## src/rtl/shift_unit_pipe.sv

```systemverilog
// Pipelined barrel shifter (SLL/SRL/SRA/ROL/ROR): stage k applies the 2^k step, final stage also
// resolves oversize amounts and illegal ops. Latency LOG2W; the whole pipe holds while the output stalls.
module shift_unit_pipe #(
  parameter int WIDTH = 8
) (
  input  logic             clk,
  input  logic             rst,
  input  logic             in_valid,
  output logic             in_ready,
  input  logic [WIDTH-1:0] in_a,
  input  logic [WIDTH-1:0] in_b,
  input  logic [2:0]       in_op,
  output logic             out_valid,
  input  logic             out_ready,
  output logic [WIDTH-1:0] out_data,
  output logic             out_zero,
  output logic             out_err
);

  localparam int LOG2W = $clog2(WIDTH);
  localparam int L     = LOG2W;

  localparam logic [2:0] OP_SLL = 3'd0;
  localparam logic [2:0] OP_SRL = 3'd1;
  localparam logic [2:0] OP_SRA = 3'd2;
  localparam logic [2:0] OP_ROL = 3'd3;
  localparam logic [2:0] OP_ROR = 3'd4;

  typedef struct packed {
    logic [2:0]       op;
    logic             sign;
    logic             big;
    logic [LOG2W-1:0] amt;
  } meta_t;

  logic [WIDTH-1:0] dat_q   [L];
  logic [WIDTH-1:0] dat_d   [L];
  logic [WIDTH-1:0] src_dat [L];
  meta_t            meta_q  [L];
  meta_t            src_meta[L];
  logic             vld_q   [L];
  logic             vld_d   [L];
  meta_t            fin;
  logic             zero_q, zero_d;
  logic             err_q, err_d;
  logic             advance;

  function automatic logic [WIDTH-1:0] shift_step(input logic [WIDTH-1:0] d,
                                                  input logic [2:0]       op,
                                                  input logic             sign,
                                                  input int               sh);
    logic [WIDTH-1:0] ones;
    logic [WIDTH-1:0] r;
    ones = '1;
    case (op)
      OP_SLL:  r = d << sh;
      OP_SRL:  r = d >> sh;
      // fill comes from the sign captured at entry, not the current MSB
      OP_SRA:  r = (d >> sh) | (sign ? ~(ones >> sh) : '0);
      OP_ROL:  r = (d << sh) | (d >> (WIDTH - sh));
      OP_ROR:  r = (d >> sh) | (d << (WIDTH - sh));
      default: r = d;
    endcase
    return r;
  endfunction

  always_comb begin
    advance  = !vld_q[L-1] || out_ready;
    in_ready = advance && !rst;

    src_dat[0]       = in_a;
    src_meta[0].op   = in_op;
    src_meta[0].sign = in_a[WIDTH-1];
    src_meta[0].big  = |in_b[WIDTH-1:LOG2W];
    src_meta[0].amt  = in_b[LOG2W-1:0];
    vld_d[0]         = in_valid && in_ready;
    for (int k = 1; k < L; k++) begin
      src_dat[k]  = dat_q[k-1];
      src_meta[k] = meta_q[k-1];
      vld_d[k]    = vld_q[k-1];
    end

    for (int k = 0; k < L; k++) begin
      dat_d[k] = shift_step(src_dat[k], src_meta[k].op, src_meta[k].sign,
                            src_meta[k].amt[k] ? (1 << k) : 0);
    end

    // Last stage overrides the shifted value for oversize amounts and illegal ops.
    fin   = src_meta[L-1];
    err_d = (fin.op > OP_ROR);
    if (err_d) begin
      dat_d[L-1] = '0;
    end else if (fin.big && (fin.op == OP_SLL || fin.op == OP_SRL)) begin
      dat_d[L-1] = '0;
    end else if (fin.big && fin.op == OP_SRA) begin
      dat_d[L-1] = {WIDTH{fin.sign}};
    end
    zero_d = (dat_d[L-1] == '0);
  end

  always_ff @(posedge clk) begin
    if (rst) begin
      for (int k = 0; k < L; k++) begin
        vld_q[k]  <= 1'b0;
        dat_q[k]  <= '0;
        meta_q[k] <= '0;
      end
      zero_q <= 1'b0;
      err_q  <= 1'b0;
    end else if (advance) begin
      for (int k = 0; k < L; k++) begin
        vld_q[k]  <= vld_d[k];
        dat_q[k]  <= dat_d[k];
        meta_q[k] <= src_meta[k];
      end
      zero_q <= zero_d;
      err_q  <= err_d;
    end
  end

  assign out_valid = vld_q[L-1];
  assign out_data  = dat_q[L-1];
  assign out_zero  = zero_q;
  assign out_err   = err_q;

endmodule

```

## config.mk

```make
export PLATFORM = sky130hd
export DESIGN_NAME = shift_unit_pipe
export DESIGN_NICKNAME = d
export VERILOG_FILES = /design/src/rtl/shift_unit_pipe.sv
export SDC_FILE = /design/constraint.sdc
export NUM_CORES = 1
export LEC_CHECK = 0
export ABC_CLOCK_PERIOD_IN_PS = 4300
export BUFFER_PORTS_ARGS = -buffer_cell sky130_fd_sc_hd__buf_2
export CORE_AREA = 3 3 58 101
export DETAILED_ROUTE_END_ITERATION = 8
export DIE_AREA = 0 0 61 104
export GPL_TIMING_DRIVEN = 0
export PLACE_DENSITY = 0.73
export SYNTH_ARGS = -nofsm -noshare
export SYNTH_HDL_FRONTEND = slang
export SYNTH_SLANG_ARGS = --single-unit
```

## constraint.sdc

```tcl
create_clock -name clk -period 4.3 [get_ports clk]
set_clock_uncertainty 0.1 [all_clocks]
set_input_delay 0.43 -clock clk [delete_from_list [all_inputs] [get_ports clk]]
set_output_delay 0.43 -clock clk [all_outputs]
set_load 0.03 [all_outputs]
```

# Word-level counts from Yosys, hierarchy flattened
# Memory sizes are Yosys's and may differ from the RTL's.
# Index checks and enable logic that the tools add are counted.
totals:
  output_inout_bits: 12
  input_bits: 23
  elab_cells: 96
  reg_bits: 2
  mem_bits_rw: 51
  mem_count: 3
classes:
  add_sub_neg: 3
  bitwise: 21
  eq_ne: 12
  shifts: 15
  magnitude_cmp: 1
  mux: 26
  reduce_logical: 13
mem_list:
  columns: ["memory", "depth", "width", "rd", "rd_clocked_by_memory_dff", "wr", "line", "text"]
  rows:
  - ["dat_q", 3, 8, 3, 0, 3, "36", "logic [WIDTH-1:0] dat_q [L];"]
  - ["meta_q", 3, 8, 2, 0, 3, "39", "meta_t meta_q [L];"]
  - ["vld_q", 3, 1, 3, 0, 3, "41", "logic vld_q [L];"]
ops:
  columns: ["op", "count"]
  rows:
  - ["8-bit one-hot mux with 5 select lines", 3]
  - ["8-bit 2-to-1 mux", 12]
  - ["8-bit by 32-bit left shift with 8-bit output", 3]
  - ["8-bit by 32-bit right shift with 8-bit output", 3]
  - ["8-bit OR", 9]
  - ["8-bit inverter", 3]
  - ["3-bit by 2-bit == test with 1-bit output (second input constant)", 6]
  - ["3-bit by 1-bit == test with 1-bit output (second input constant)", 3]
  - ["3-bit == test (second input constant)", 3]
  - ["3-bit logical NOT", 3]
  - ["1-bit 2-to-1 mux", 9]
  - ["1-bit OR", 9]
  - ["8-bit logical NOT", 1]
  - ["8-bit by 1-bit left shift with 8-bit output", 1]
  - ["8-bit by 2-bit left shift with 8-bit output", 1]
  - ["8-bit by 3-bit left shift with 8-bit output", 1]
  - ["8-bit by 1-bit right shift with 8-bit output", 1]
  - ["8-bit by 1-bit right shift with 8-bit output (first input constant)", 1]
  - ["8-bit by 2-bit right shift with 8-bit output", 1]
  - ["8-bit by 2-bit right shift with 8-bit output (first input constant)", 1]
  - ["8-bit by 3-bit right shift with 8-bit output", 1]
  - ["8-bit by 3-bit right shift with 8-bit output (first input constant)", 1]
  - ["5-bit OR reduction", 1]
  - ["4-bit by 1-bit subtractor with 5-bit output (first input constant)", 1]
  - ["other kinds (8)", 13]

# Longest topological paths before layout
# Gate-level depths: netlist (run 1).
depth:
  ltp_word: 10
  mapped_depth: 7
  mapped_depth_nobuf: 5

# Least setup slack after synthesis (run 1)
# OpenSTA, ideal clock, no wires.
synth_path:
  path_kind: "reg2reg"
  from: "memory vld_q[2][0], in the netlist vld_q[0][2]"
  to: "memory dat_q[0][0] (enable)"
  path_stages_with_launch: 4
  period_less_slack_ns: 2.012
  required_time_ns: 3.805
  path_buffers: 0
  arrival_ns: 1.518
  setup_time_ns: 0.395
  path_slack_ns: 2.288
  path_cell_list: "edfxtp_1 > nand2b_1 > nor2_1 > inv_1"
synth_rtl:
  columns: ["element", "line"]
  rows:
  - ["start, declared", "41"]
  - ["end, declared", "36"]

==> run metrics, run 1 <==
CP Data Arrival Time=1.80 ns; most common cell in the netlist=edfxtp_1; DRT iter0 DRCs=115; detailed placement HPWL=4.214 mm; most area-consuming cells after synthesis=edfxtp_1 47%, a21oi_1 4.3%, and2_1 3.9%; Worst slew margin=0.4564; routability cong.=0.9498; via/cell ratio=6.015; Leakage=1.148 nW; DR vias=2033; syn nets=266; post-layout minimum cycle time=2.335 ns; Synth top area share=0.4715; first-pass GRT wire length=9.356 mm; clk sink count=42; Tcrit/Tclk final=0.5429; placed inst area=0.002776 mm2; final WL=5.699 mm; post-synthesis cell type count=48; cell area after synthesis=0.002547 mm2; post-cts gate resize count=0; CORE AREA=0.005211 mm2; postcts setup bufs=0; n_diodes=0; status=completed; slowest stage delay, CP=0.39 ns; Top delay family on crit path=buffers and inverters; CP endpoint kind=output pin; Starting Density=0.4888; Site Rows=35; chip height=104 um; Worst-path clk slew=0.08 ns; Routed WL per cell=16.86 um; Nets=305; final number of setup-violating endpoints=0; CTS buffer count=5; Post-synth EDFFs=40; most used cell, CP=nand2b_1; crit path cell chain=nand2b_1, nand2b_1, inv_1, clkbuf_1, buf_2; clock latency on the worst-skew pair=0.29 ns; layout cells sized above 1=0.2615; Avg Cell Area, Syn=10.48 um2; commonest cells in the synthesized netlist=40 x edfxtp_1, 22 x a21oi_1, 20 x nor2_1, 20 x o21ai_0, 16 x and2_1; TritonCTS clock tree=yes; GRT Total Usage=0.1962; Syn Inst Count=243; most used flip-flop cell after synthesis=edfxtp_1; FF+latch count, synth=42; Routed Antenna Nets=0; worst min path class=in2reg; worst path buffer plus inverter count=3; Setup TNS Final=0 ns; DRC=0; final core utilization=0.5501; post-synthesis async set-or-reset flop share=0; die width=61 um; Max Freq=0.4283 GHz; non-filler cells, final=338; CP Max Fanout=10; endpoints failing hold=0; Total Power=0.9975 mW; Crit Path Category=reg2out; Congestion Overflow GR=0; Slew Limit Fails=0; Placed Cells=330; H-tree level count=2; number of fill cells in the layout=487; pin count of the biggest net entering global routing=41; Worst EP required=3.77 ns; critical path startpoint category=flip-flop; fin area=0.002867 mm2; antenna violations before repair=0; Power per Cell Area=348.0 mW/mm2; IO Port Bufs=32; Max Buffers Root-to-Sink=2; RSZ-0062 raised after global routing=false; slew of the pin with the lowest slew margin=0.8142 ns; Syn. warnings=0; setup ws final=1.965 ns; Max IR drop VDD=0.1960 mV; hold_buf cts=0; pre-CTS worst setup slack=2.129 ns; total die area=0.006344 mm2; slowest CP cell=edfxtp_1; # IOs=35; sequential share of the synthesized area=0.4872; MaxCap Viol Count=0; root buffer cell=clkbuf_8; Area Growth Syn to Fin=12.52%; Synth area leader=edfxtp_1; number of global-route vias before repair=2048; final hold slack=0.3159 ns; DRT Pass-1 Iters=4
==> power by group <==
group,leakage [nW],internal (mW),switching (mW)
clock network,0.0455,0.131,0.136
logic,0.618,0.0960,0.128
registers,0.485,0.487,0.0201
total,1.15,0.714,0.284
==> cells in the final DEF (no fill, tap or decap), drive strengths merged, types with 3 or more instances in the layout <==
master / netlist / final
nand2: 11 / 11
nand2b: 5 / 5
buf: 18 / 50
edfxtp: 40 / 40
nor3b: 3 / 3
a31oi: 4 / 4
o22ai: 12 / 12
o21ai: 20 / 20
o21a: 4 / 4
mux2: 9 / 9
and2: 16 / 16
a211oi: 5 / 5
nor2: 20 / 20
inv: 6 / 6
mux2i: 3 / 3
clkbuf: 7 / 15
nor2b: 4 / 4
a21oi: 22 / 22
==> path summary, 6_finish.rpt <==
kind / startpoint / endpoint / slack, ns / cells past startpoint
setup / recovery: vld_q[0][2]$_SDFFCE_PN0P_ / in_ready / 1.97 / 5
setup reg to reg: meta_q[0][10]$_SDFFCE_PN0P_ / out_zero$_SDFFE_PP0N_ / 2.40 / 6
hold reg to reg: out_err$_SDFFE_PP0N_ / out_err$_SDFFE_PP0N_ / 0.39 / 1
hold / removal: in_b[1] / meta_q[0][1]$_SDFFCE_PN0P_ / 0.32 / 2
==> logic make-up after synthesis <==
kind of cell,Yosys count,synth area share
AO/OA/AOI/OAI,84,0.2200
XOR/XNOR,2,0.01277
adder cells (fa/ha/maj),1,0.003929
buffers and inverters,31,0.06680
flip-flops,42,0.4872
multiplexers,12,0.05157
AND/OR/NAND/NOR,71,0.1577
==> cell type report <==
type                            count  area (um2)  share of cell area
Inverter                            6       22.52            0.007857
Timing Repair Buffer               32       160.2             0.05587
Clock buffer                        8       90.09             0.03143
Sequential cell                    42        1241              0.4330
Buffer                             25       147.6             0.05151
Multi-Input combinational cell    170        1136              0.3963
Tap cell                           55       68.82             0.02401
==> metal layers <==
metal,up-vias,share of wire,GRT usage
met3,10,0.044,0.03602
li1,985,-,-
met1,959,0.33,0.1925
met5,-,0,0
met2,79,0.60,0.3637
met4,0,0.018,0.09612
==> flip-flops by register name, indices dropped and copies added (netlist names) <==
name	flops
dat_q	24
out_err	1
out_zero	1
vld_q	3
meta_q	13
Power figures use the tool's default switching activity.
==> run 2: changes to the inputs <==
--- a/config.mk
+++ b/config.mk
@@ -5,7 +5,7 @@
 export SDC_FILE = /design/constraint.sdc
 export NUM_CORES = 1
 export LEC_CHECK = 0
-export ABC_CLOCK_PERIOD_IN_PS = 4300
+export ABC_CLOCK_PERIOD_IN_PS = 2300
 export BUFFER_PORTS_ARGS = -buffer_cell sky130_fd_sc_hd__buf_2
 export CORE_AREA = 3 3 58 101
 export DETAILED_ROUTE_END_ITERATION = 8
==> constraint.sdc (replaced) <==
create_clock -name clk -period 2.3 [get_ports clk]
set_clock_uncertainty 0.1 [all_clocks]
set_input_delay 0.23 -clock clk [delete_from_list [all_inputs] [get_ports clk]]
set_output_delay 0.23 -clock clk [all_outputs]
set_load 0.03 [all_outputs]
==> run 2 against run 1 <==
  * First-iteration DRC count stayed put
  * Total power up 87%
  * Worst hold slack got worse by 0.20 ns
  * Critical endpoint unchanged
  * Highest routed layer unchanged
==> run metrics, run 2 (same netlist as run 1, synthesis figures left out) <==
status=completed; final number of setup-violating endpoints=0 (unchanged); Crit Path Category=reg2out; most frequent cells in the layout=40 x edfxtp_1, 39 x buf_2, 22 x a21oi_1; pin count of the biggest net entering global routing=41 (unchanged); max FFs per register=24 (unchanged); Power per Cell Area=650.8 mW/mm2 (+87%); CORE AREA=0.005211 mm2 (unchanged); Worst Hold Launch=in_b[1]; worst min path class=in2reg; DRT Pass-1 Iters=4 (unchanged); slew of the pin with the lowest slew margin=0.8151 ns (+0.0009780 ns); Starting Density=0.4888 (unchanged); via/cell ratio=6.009 (about the same); DRT iter0 DRCs=115 (unchanged); IO Port Bufs=32 (unchanged); clk sink count=42 (unchanged); most used cell, CP=nand2b_1; postcts setup bufs=0 (unchanged); Top delay family on crit path=buffers and inverters; Max IR drop VDD=0.3665 mV (+87%); crit path cell chain=nand2b_1, nand2b_1, inv_1, clkbuf_2, buf_2; die width=61 um (unchanged); post-cts gate resize count=0 (unchanged); most common cell after layout, fill and taps aside=edfxtp_1; post-layout minimum cycle time=2.009 ns; Worst EP required=1.97 ns (-1.80 ns); DR vias=2031 (-0.098%); antenna violations before repair=0 (unchanged); Worst-path clk slew=0.08 ns (about the same); setup ws final=0.2908 ns (-1.675 ns); Max Freq=0.4977 GHz; pre-CTS worst setup slack=0.3824 ns (-1.746 ns); CP endpoint kind=output pin; root buffer cell=clkbuf_8; total die area=0.006344 mm2 (unchanged); CP Max Fanout=10 (unchanged); Routed Antenna Nets=0 (unchanged); Area Growth Syn to Fin=12.57% (about the same); chip height=104 um (unchanged); Leakage=1.151 nW (+0.26%); # IOs=35 (unchanged); global routing's busiest layer=met2; CTS buffer count=5 (unchanged); RSZ-0062 raised after global routing=false; final WL=5.706 mm (+0.12%); Site Rows=35 (unchanged); placed inst area=0.002776 mm2 (unchanged); fin area=0.002868 mm2 (about the same); top flop regs=dat_q x24, meta_q x13, vld_q x3; routability cong.=0.9498 (unchanged); Worst R2R Start=meta_q[0][10]$_SDFFCE_PN0P_; layout cells sized above 1=0.2650 (+0.003534); Top reg by flops=dat_q; Worst setup startpoint=vld_q[0][2]$_SDFFCE_PN0P_; Congestion Overflow GR=0 (unchanged); critical path startpoint category=flip-flop; endpoints failing hold=0 (unchanged); met2 usage in global routing=0.3637 (unchanged); worst path buffer plus inverter count=3 (unchanged); DRC=0 (unchanged); number of fill cells in the layout=487 (unchanged); number of global-route vias before repair=2048 (unchanged); Slew Limit Fails=0 (unchanged); detailed placement HPWL=4.214 mm (unchanged); met3 usage=0.03602 (unchanged); Routed WL per cell=16.88 um (+0.12%); clock latency on the worst-skew pair=0.29 ns (about the same); hold_buf cts=0 (unchanged); TritonCTS clock tree=yes; GRT Total Usage=0.1962 (unchanged); H-tree level count=2 (unchanged); Setup TNS Final=0 ns (unchanged); Tcrit/Tclk final=0.8736; Worst slew margin=0.4558 (-0.0006530); Max Buffers Root-to-Sink=2 (unchanged); Nets=305 (unchanged); MaxCap Viol Count=0 (unchanged); n_diodes=0 (unchanged); slowest stage delay, CP=0.39 ns (about the same); CP Data Arrival Time=1.68 ns (-0.12 ns); slowest CP cell=edfxtp_1; first-pass GRT wire length=9.356 mm (unchanged); met1 Usage GRT=0.1925 (unchanged)
-- run 2: per-stage QoR --
step | util | hold WS [ns] | instances | total power [mW]
after global placement | 0.5328 | 0.3598 | 330 | 1.368
after global routing | 0.5503 | 0.1205 | 338 | 1.951
after detailed placement | 0.5328 | 0.3674 | 330 | 1.379
after floorplan | - | 0.3282 | 243 | 1.265
after CTS | 0.5501 | 0.1058 | 338 | 1.874
final | 0.5503 | 0.1141 | 338 | 1.866
-- run 2: area by class of cell --
type                       count  area, um2  area share
timing repair buffer          32      160.2     0.05585
tap                           55      68.82     0.02400
multi-input combinational    170       1136      0.3962
buffer                        25      148.9     0.05192
sequential                    42       1241      0.4328
clock buffer                   8      90.09     0.03141
inverter                       6      22.52    0.007853
-- run 2: final timing paths --
path                                              endpoint  slack, ns  depth (start not counted)
worst min-delay path            meta_q[0][1]$_SDFFCE_PN0P_       0.11                          2
worst max-delay path                              in_ready       0.29                          5
worst min register to register        out_err$_SDFFE_PP0N_       0.39                          1
worst max register to register       out_zero$_SDFFE_PP0N_       0.39                          6
-- run 2: report_power, final --
part / total [mW] / switching [mW] / internal [mW]
sequential: 0.947 / 0.0376 / 0.910
clock: 0.500 / 0.255 / 0.245
combinational: 0.419 / 0.239 / 0.180
-- run 2: routing by layer --
layer  share of wire  vias up
met2            0.60       78
met3           0.042       11
met1            0.33      957
li1                -      985
met5               0        -
met4           0.021        0
==> run 3: changes to the inputs <==
==> config.mk (replaced) <==
export PLATFORM = sky130hd
export DESIGN_NAME = shift_unit_pipe
export DESIGN_NICKNAME = d
export VERILOG_FILES = /design/src/rtl/shift_unit_pipe.sv
export SDC_FILE = /design/constraint.sdc
export NUM_CORES = 1
export LEC_CHECK = 0
export BUFFER_PORTS_ARGS = -buffer_cell sky130_fd_sc_hd__buf_2
export CORE_AREA = 3 3 99 54
export DETAILED_ROUTE_END_ITERATION = 8
export DIE_AREA = 0 0 102 57
export GPL_TIMING_DRIVEN = 0
export PLACE_DENSITY = 0.81
export SYNTH_ARGS = -nofsm -noshare
export SYNTH_HDL_FRONTEND = slang
export SYNTH_SLANG_ARGS = --single-unit
==> run 3 against run 2 <==
  * Combinational power down 2%
  * Register-to-register slack hardly changed
  * Critical path depth unchanged
  * Via count decreased by 3.2%
  * Design area increased by 0.74%
  * Sequential share of layout area decreased by 0.32 points
  * Non-clock buffer count unchanged
  * First-iteration DRC count is 35% higher
  * Clock-buffer cell count decreased by 2
  * Critical endpoint unchanged
  * Highest routed layer unchanged
==> run metrics, run 3 (same netlist as run 1, synthesis figures left out) <==
Worst Hold Launch=in_valid; root buffer cell=clkbuf_8; Worst slew margin=0.4590 (+0.003264); antenna violations before repair=0 (unchanged); top flop regs=dat_q x24, meta_q x13, vld_q x3; non-filler cells, final=340 (+0.59%); status=completed; most frequent cells in the layout=40 x edfxtp_1, 39 x buf_2, 22 x a21oi_1; Tcrit/Tclk final=0.9133 (+0.03972); DRT Pass-1 Iters=5 (+1); worst min path class=in2reg; first-pass GRT wire length=8.252 mm (-12%); via/cell ratio=5.785 (-3.7%); DRC=0 (unchanged); clk sink count=42 (unchanged); number of global-route vias before repair=1780 (-13%); MaxCap Viol Count=0 (unchanged); Leakage=1.154 nW (+0.25%); slew of the pin with the lowest slew margin=0.8103 ns (-0.004889 ns); postcts setup bufs=0 (unchanged); endpoints failing hold=0 (unchanged); number of fill cells in the layout=364 (-25%); RSZ-0062 raised after global routing=false; Slew Limit Fails=0 (unchanged); CTS buffer count=5 (unchanged); Area Growth Syn to Fin=13.41%; post-layout minimum cycle time=2.101 ns (+0.09135 ns); final WL=5.116 mm (-10%); die width=102 um (+67%); Storage cell area=0.001241 mm2 (unchanged); Congestion Overflow GR=0 (unchanged); Nets=305 (unchanged); CORE AREA=0.004424 mm2 (-15%); Site Rows=17 (-51%); Max Buffers Root-to-Sink=2 (unchanged); Max Freq=0.4761 GHz (-4.3%); total die area=0.005814 mm2 (-8.4%); DRT iter0 DRCs=155 (+35%); n_diodes=0 (unchanged); Routed Antenna Nets=0 (unchanged); Max IR drop VDD=0.2720 mV (-26%); Worst EP required=1.97 ns (about the same); IO Port Bufs=32 (unchanged); hold_buf cts=0 (unchanged); Worst R2R Start=vld_q[0][2]$_SDFFCE_PN0P_; layout cells sized above 1=0.2650 (unchanged); Worst-path clk slew=0.08 ns (about the same); pin count of the biggest net entering global routing=41 (unchanged); post-cts gate resize count=0 (unchanged); Placed Cells=332 (+0.61%); Setup TNS Final=0 ns (unchanged); final number of setup-violating endpoints=0 (unchanged); TritonCTS clock tree=yes; CP Data Arrival Time=1.77 ns (+0.09 ns); max FFs per register=24 (unchanged); most common cell after layout, fill and taps aside=edfxtp_1; Power per Cell Area=670.7 mW/mm2 (+3.1%); routability cong.=0.9503 (about the same); Top reg by flops=dat_q; Crit Path Category=reg2out; Starting Density=0.5758 (+0.08696); clock latency on the worst-skew pair=0.30 ns (about the same); multi-input logic area=0.001136 mm2 (unchanged); # IOs=35 (unchanged); H-tree level count=2 (unchanged); DR vias=1967 (-3.2%); Routed WL per cell=15.05 um (-11%); critical path startpoint category=flip-flop; CP endpoint kind=output pin; detailed placement HPWL=3.682 mm (-13%); CP Max Fanout=10 (unchanged); Worst setup startpoint=vld_q[0][2]$_SDFFCE_PN0P_; chip height=57 um (-45%); GRT Total Usage=0.1805 (-0.01569)
==> run 3: cell types whose count changed in the layout (fill, tap and decap cells not counted) <==
cell        previous run  this run
bufinv_16              0         1
clkbuf_2               1         0
clkbuf_8               6         5
clkinvlp_4             0         1
==> run 3: layout make-up <==
| cell class | instances | area share |
|---|---|---|
| well taps | 57 | 0.02469 |
| plain buffers | 25 | 0.05110 |
| inverters | 6 | 0.007796 |
| clock buffers | 6 | 0.02512 |
| flip-flops and latches | 42 | 0.4296 |
| multi-input cells | 170 | 0.3932 |
| clock inverters | 2 | 0.01299 |
| repair buffers | 32 | 0.05544 |
==> run 3: per-stage QoR <==
step           area [um2]  worst slack, ns    util  hold slack (ns)  power [mW]
3_3_place_gp         2779           0.2135  0.6281           0.3680       1.357
3_5_place_dp         2779           0.1439  0.6281           0.3615       1.369
5_1_grt              2889          0.05032  0.6530          0.09901       2.038
6_report             2889           0.1995  0.6530           0.1048       1.938
4_1_cts              2889           0.1361  0.6530          0.09781       1.945
2_1_floorplan        2547           0.2879       -           0.3282       1.265
==> run 3: report_power, final <==
| part | leakage, nW | internal, mW | switching, mW |
|---|---|---|---|
| clock network | 0.0514 | 0.324 | 0.256 |
| logic | 0.618 | 0.179 | 0.231 |
| registers | 0.485 | 0.910 | 0.0377 |
| total | 1.15 | 1.41 | 0.525 |
==> run 3: final timing paths <==
| kind | cells past startpoint | end | slack [ns] |
|---|---|---|---|
| worst max-delay path | 5 | in_ready | 0.20 |
| worst min register to register | 1 | out_err$_SDFFE_PP0N_ | 0.38 |
| worst min-delay path | 2 | vld_q[0][0]$_SDFFCE_PN0P_ | 0.10 |
| worst max register to register | 6 | dat_q[0][19]$_SDFFCE_PN0P_ | 0.39 |
==> run 3: worst max-delay path, stage by stage (launching register included) <==
cell and delay (ns):
edfxtp_1 0.39, nand2b_1 0.10, nand2b_1 0.17, inv_1 0.20, clkbuf_1 0.33, buf_2 0.27
==> run 3: metal layers <==
layer	vias to the layer above	global-route usage	share of wire
li1	983	-	-
met1	899	0.2363	0.44
met2	73	0.2946	0.48
met3	12	0.05250	0.061
met4	0	0.05234	0.014
met5	-	0	0
